<file path="src/rtl/interrupt_controller_pkg.sv">
// Shared pipeline definitions for the interrupt controller: FSM state
// encoding and memory-stage data-select codes used during context push.
package interrupt_controller_pkg;

  typedef enum logic [2:0] {
    ST_IDLE     = 3'd0,
    ST_FLUSH    = 3'd1,
    ST_PUSH_HI  = 3'd2,
    ST_PUSH_LO  = 3'd3,
    ST_PUSH_FLG = 3'd4,
    ST_VECTOR   = 3'd5
  } ic_state_e;

  localparam logic [1:0] MSEL_NORMAL = 2'b00;
  localparam logic [1:0] MSEL_PC_HI  = 2'b01;
  localparam logic [1:0] MSEL_PC_LO  = 2'b10;
  localparam logic [1:0] MSEL_FLAGS  = 2'b11;

endpackage

</file>
<file path="src/rtl/interrupt_controller.sv">
// Interrupt entry sequencer: flush, push PC/flags, vector, track service.
// Optional INT_PENDING_EN keeps a one-bit latch for requests seen while busy.
module interrupt_controller
  import interrupt_controller_pkg::*;
(
  input  logic        clk,
  input  logic        reset,
  input  logic        int_req,
  input  logic        rti_i,
  input  logic [31:0] pc_i,
  input  logic [3:0]  flags_i,
  output logic [31:0] save_pc_o,
  output logic [3:0]  save_flags_o,
  output logic [1:0]  mem_sel_o,
  output logic        pc_stall_o,
  output logic        if_flush_o,
  output logic        id_flush_o,
  output logic        vector_sel_o,
  output logic        in_service_o,
  output logic        busy_o
);

  ic_state_e state;
  ic_state_e state_nxt;
  logic      in_service;
  logic      req_seen;
  logic      accept;

`ifdef INT_PENDING_EN
  logic pending;
  assign req_seen = int_req | pending;
`else
  assign req_seen = int_req;
`endif

  // in_service is the registered value, so an RTI retiring this cycle
  // delays any new entry by one edge.
  assign accept = (state == ST_IDLE) && req_seen && !in_service;

  always_comb begin
    state_nxt = state;
    case (state)
      ST_IDLE:     if (accept) state_nxt = ST_FLUSH;
      ST_FLUSH:    state_nxt = ST_PUSH_HI;
      ST_PUSH_HI:  state_nxt = ST_PUSH_LO;
      ST_PUSH_LO:  state_nxt = ST_PUSH_FLG;
      ST_PUSH_FLG: state_nxt = ST_VECTOR;
      ST_VECTOR:   state_nxt = ST_IDLE;
      default:     state_nxt = ST_IDLE;
    endcase
  end

  always_ff @(posedge clk) begin
    if (reset) begin
      state        <= ST_IDLE;
      in_service   <= 1'b0;
      save_pc_o    <= '0;
      save_flags_o <= '0;
`ifdef INT_PENDING_EN
      pending      <= 1'b0;
`endif
    end else begin
      state <= state_nxt;
      if (accept) begin
        save_pc_o    <= pc_i;
        save_flags_o <= flags_i;
      end
      if (state == ST_VECTOR)
        in_service <= 1'b1;
      else if (rti_i)
        in_service <= 1'b0;
`ifdef INT_PENDING_EN
      if (accept)
        pending <= 1'b0;
      else if (int_req && ((state != ST_IDLE) || in_service))
        pending <= 1'b1;
`endif
    end
  end

  always_comb begin
    mem_sel_o    = MSEL_NORMAL;
    pc_stall_o   = 1'b0;
    if_flush_o   = 1'b0;
    id_flush_o   = 1'b0;
    vector_sel_o = 1'b0;
    case (state)
      ST_FLUSH: begin
        pc_stall_o = 1'b1;
        if_flush_o = 1'b1;
        id_flush_o = 1'b1;
      end
      ST_PUSH_HI: begin
        pc_stall_o = 1'b1;
        mem_sel_o  = MSEL_PC_HI;
      end
      ST_PUSH_LO: begin
        pc_stall_o = 1'b1;
        mem_sel_o  = MSEL_PC_LO;
      end
      ST_PUSH_FLG: begin
        pc_stall_o = 1'b1;
        mem_sel_o  = MSEL_FLAGS;
      end
      ST_VECTOR:   vector_sel_o = 1'b1;
      default:     ;
    endcase
  end

  assign in_service_o = in_service;
  assign busy_o       = (state != ST_IDLE);

endmodule

</file>
<file path="config.mk">
export PLATFORM = sky130hd
export DESIGN_NAME = interrupt_controller
export DESIGN_NICKNAME = d
export VERILOG_FILES = /design/src/rtl/interrupt_controller_pkg.sv /design/src/rtl/interrupt_controller.sv
export SDC_FILE = /design/constraint.sdc
export NUM_CORES = 1
export LEC_CHECK = 0
export CAP_MARGIN = 10
export CELL_PAD_IN_SITES_DETAIL_PLACEMENT = 0
export CELL_PAD_IN_SITES_GLOBAL_PLACEMENT = 1
export CORE_ASPECT_RATIO = 0.6
export CORE_MARGIN = 2
export CORE_UTILIZATION = 31
export DETAILED_ROUTE_END_ITERATION = 8
export PLACE_DENSITY_LB_ADDON = 0.1
export SETUP_SLACK_MARGIN = 0.4
export SLEW_MARGIN = 15
export SYNTH_ARGS = -nofsm -noshare
export SYNTH_HDL_FRONTEND = slang
export SYNTH_SLANG_ARGS = --single-unit
</file>
<file path="constraint.sdc">
create_clock -name clk -period 1.6 [get_ports clk]
set_input_delay 0.48 -clock clk [delete_from_list [all_inputs] [get_ports clk]]
set_output_delay 0.48 -clock clk [all_outputs]
set_load 0.1 [all_outputs]
</file>
==> impl_metrics.xml <==
<?xml version="1.0" encoding="UTF-8"?>
<metrics>
  <group name="global_routing">
    <metric name="number_of_antenna_violations_at_the_first_check_in_global_routing" unit="">0</metric>
    <metric name="gr-usage-all-layers" unit="">0.155</metric>
    <metric name="grt_max_degree" unit="">37</metric>
    <metric name="overflow" unit="">0</metric>
    <metric name="first_global_vias" unit="">1582</metric>
    <metric name="first_pass_grt_wire_length" unit="um">8110</metric>
  </group>
  <group name="finish">
    <metric name="finalNetCount" unit="">334</metric>
    <metric name="nFillCells" unit="">451</metric>
    <metric name="layout.cells.most_common" unit="">sky130_fd_sc_hd__nand2b_1</metric>
    <metric name="final_layout_size_suffix_gt1_frac" unit="">0.469</metric>
    <metric name="n_antenna_cell" unit="">0</metric>
    <metric name="area_added_between_synthesis_and_finish" unit="%">99.3</metric>
    <metric name="multi_input_comb_area" unit="um^2">1000</metric>
    <metric name="area.sequential" unit="um^2">873</metric>
    <metric name="non_filler_cells_in_the_finished_layout" unit="">374</metric>
    <metric name="layout_common_cells" unit="">sky130_fd_sc_hd__nand2b_1 (72), sky130_fd_sc_hd__buf_12 (49), sky130_fd_sc_hd__clkdlybuf4s50_1 (37)</metric>
  </group>
  <group name="sta">
    <metric name="report.final.hold_viol_count" unit="">0</metric>
    <metric name="skew" unit="ps">5.16</metric>
    <metric name="setup_slack" unit="ps">-172</metric>
    <metric name="drv_slew" unit="">0</metric>
    <metric name="maxClockFrequency" unit="MHz">564</metric>
    <metric name="slew_headroom" unit="">0.806</metric>
    <metric name="slew_of_the_pin_with_the_lowest_slew_margin" unit="ps">284</metric>
    <metric name="setup_viol" unit="">13</metric>
    <metric name="final_period_minus_worst_setup_slack" unit="ps">1770</metric>
    <metric name="unrepaired_setup_endpoints_after_global_routing" unit="">true</metric>
    <metric name="fin_crit_sh" unit="">1.11</metric>
    <metric name="fin_worst_hold_slack" unit="ps">495</metric>
  </group>
  <group name="yosys">
    <metric name="yosysSeqAreaShare" unit="">0.423</metric>
    <metric name="synth_edf_count" unit="">0</metric>
    <metric name="yosys.area_share.simple" unit="">0.288</metric>
    <metric name="synth.distinct_cells" unit="">22</metric>
    <metric name="yosysWarningCount" unit="">0</metric>
    <metric name="synthesis.area" unit="um^2">1890</metric>
    <metric name="syn_nets" unit="">224</metric>
    <metric name="synth_area_per_cell" unit="um^2">10.3</metric>
    <metric name="ys_async_sr_fraction" unit="">0</metric>
    <metric name="synth-adder-area-share" unit="">0</metric>
    <metric name="synthXorXnorAreaFrac" unit="">0.0139</metric>
    <metric name="synth_top_family_by_area" unit="">simple AND/OR/NAND/NOR gates</metric>
    <metric name="synth.area.mux_share" unit="">0.190</metric>
    <metric name="postSynth.topFlopCell" unit="">sky130_fd_sc_hd__dfxtp_1</metric>
    <metric name="synth_cells" unit="">184</metric>
    <metric name="postSynthRegisterBits" unit="">40</metric>
    <metric name="synth_compound_area_frac" unit="">0.00992</metric>
  </group>
  <group name="place">
    <metric name="dp.cells" unit="">342</metric>
    <metric name="dp_worst_setup_slack" unit="ps">-252</metric>
    <metric name="detailedPlacementHpwl" unit="um">3260</metric>
    <metric name="routabilityCongestion" unit="">0.686</metric>
    <metric name="placement.io_buffers" unit="">83</metric>
  </group>
  <group name="worst_hold_path">
    <metric name="min-delay-path-class" unit="">reg2reg</metric>
    <metric name="hold_path_depth" unit="">2</metric>
  </group>
  <group name="power">
    <metric name="worst_ir_drop_vdd" unit="V">0.000510</metric>
    <metric name="power.static_leakage" unit="nW">1.53</metric>
    <metric name="pwr_density_cell" unit="nW/um^2">1030</metric>
    <metric name="totalPowerFinal" unit="W">0.00387</metric>
  </group>
  <group name="worst_setup_path">
    <metric name="crit_slowest_cell" unit="">sky130_fd_sc_hd__dfxtp_4</metric>
    <metric name="timing.critical_path.from_type" unit="">register</metric>
    <metric name="worst_r2r_path_depth" unit="">7</metric>
    <metric name="required_time_of_the_critical_path" unit="ps">1120</metric>
    <metric name="largest_stage_delay_on_the_critical_path" unit="ps">380</metric>
    <metric name="worst-path-max-fanout" unit="">7</metric>
    <metric name="critical_path_class" unit="">reg2out</metric>
    <metric name="worst-endpoint-arrival" unit="ps">1290</metric>
    <metric name="cp-end-kind" unit="">output pin</metric>
    <metric name="crit_path_cell_trace" unit="">buf_6, nor3b_4, buf_12</metric>
  </group>
  <group name="clocking">
    <metric name="cts.clk_slew.worst_paths" unit="ps">80</metric>
    <metric name="cts.path.max_buffers" unit="">2</metric>
    <metric name="clock_insertion_delay_worst_skew" unit="ps">290</metric>
    <metric name="total_clock_sinks" unit="">40</metric>
    <metric name="tritoncts" unit="">done</metric>
    <metric name="cts_root_buf" unit="">sky130_fd_sc_hd__clkbuf_8</metric>
    <metric name="htreeDepth" unit="">2</metric>
    <metric name="cts_buffers" unit="">5</metric>
  </group>
  <group name="detailed_routing">
    <metric name="number_of_antenna_violating_nets_in_the_routed_design" unit="">0</metric>
    <metric name="vias_per_cell" unit="">4.26</metric>
    <metric name="wirelength" unit="um">5050</metric>
    <metric name="avgRoutedWirePerCell" unit="um">13.5</metric>
    <metric name="via_count" unit="">1592</metric>
    <metric name="drcViolationCount" unit="">0</metric>
    <metric name="firstDrtPassIters" unit="">4</metric>
    <metric name="drt_iter0_drc" unit="">24</metric>
  </group>
  <group name="floorplanning">
    <metric name="die_area" unit="um^2">6760</metric>
    <metric name="pin_count" unit="">84</metric>
    <metric name="die_h" unit="um">64.5</metric>
    <metric name="initial_utilization" unit="">0.330</metric>
    <metric name="total_core_area" unit="um^2">5730</metric>
    <metric name="core.rowCount" unit="">21</metric>
    <metric name="die_w" unit="um">105</metric>
  </group>
  <group name="outcome">
    <metric name="violations" unit="">negative setup slack</metric>
    <metric name="run_status" unit="">finished with violations</metric>
  </group>
  <group name="run">
    <metric name="max-cap-violations" unit="">0</metric>
  </group>
</metrics>
critical path, delay by kind of cell, from the launching register on:
family / cells / cell delay, ps
buffers and inverters: 2 / 340
flip-flops: 1 / 380
AND/OR/NAND/NOR: 1 / 270
logic make-up after synthesis:
kind of cell              count (synthesis)
muxes                                    36
buffers and inverters                    17
DFF                                      40
and+or+nand+nor                          85
xor gates and xnor gates                  3
AOI/OAI and AO/OA                         3
flip-flops by register name, summed over array words and instances, names as in the netlist:
register	cells
save_pc_o	32
save_flags_o	4
state	3
in_service_o	1
cell type report:
type,count,area share
Clock buffer,6,0.0192
Clock inverter,1,0.00133
Inverter,1,0.000996
Multi-Input combinational cell,127,0.266
Sequential cell,40,0.232
Tap cell,80,0.0266
Timing Repair Buffer,119,0.454
power by group:
part | total [W] | leakage (nW) | switching [W] | internal [W]
Clock | 0.000647 | 0.0410 | 0.000350 | 0.000297
Combinational | 0.00200 | 1.14 | 0.00112 | 0.000885
Sequential | 0.00122 | 0.347 | 0.000110 | 0.00111
Total | 0.00387 | 1.53 | 0.00158 | 0.00229
per-stage QoR:
step	cell area [um^2]	TNS (ps)	utilization
floorplan	1990	-1280	-
global placement	3350	-6330	0.585
detailed placement	3350	-7010	0.585
CTS	3650	-985	0.638
global route	3770	-2410	0.658
finish	3770	-980	0.658
timing repair:
action,4_1_cts,5_1_grt
endpoints found under the setup margin,81,80
setup buffers,10,11
resized for setup,18,11
cloned,4,0
hold buffers,0,0
pin swaps,4,1
per-layer routing:
layer	share of wire	GRT usage
met2	0.43	0.225
met5	0	0
met1	0.49	0.209
met3	0.067	0.0573
met4	0.013	0.0550
Yosys cell counts (2+ instances only):
library cell,instances,area share
sky130_fd_sc_hd__nand2_1,2,0.0040
sky130_fd_sc_hd__nor2_1,2,0.0040
sky130_fd_sc_hd__nor3_1,2,0.0053
sky130_fd_sc_hd__buf_6,3,0.018
sky130_fd_sc_hd__clkbuf_1,8,0.016
sky130_fd_sc_hd__xnor2_1,3,0.014
sky130_fd_sc_hd__a21oi_1,2,0.0053
sky130_fd_sc_hd__nand2b_1,72,0.24
sky130_fd_sc_hd__mux2i_1,36,0.19
sky130_fd_sc_hd__buf_12,3,0.032
sky130_fd_sc_hd__dfxtp_1,40,0.42
final timing paths:
| check | start | endpoint | slack, ps |
|---|---|---|---|
| setup reg to reg | state[2] | save_pc_o[0] | -30 |
| setup / recovery | state[1] | id_flush_o | -170 |
| hold / removal | save_pc_o[11] | save_pc_o[11] | 500 |
| hold reg to reg | save_pc_o[11] | save_pc_o[11] | 500 |
Power figures use the tool's default switching activity.
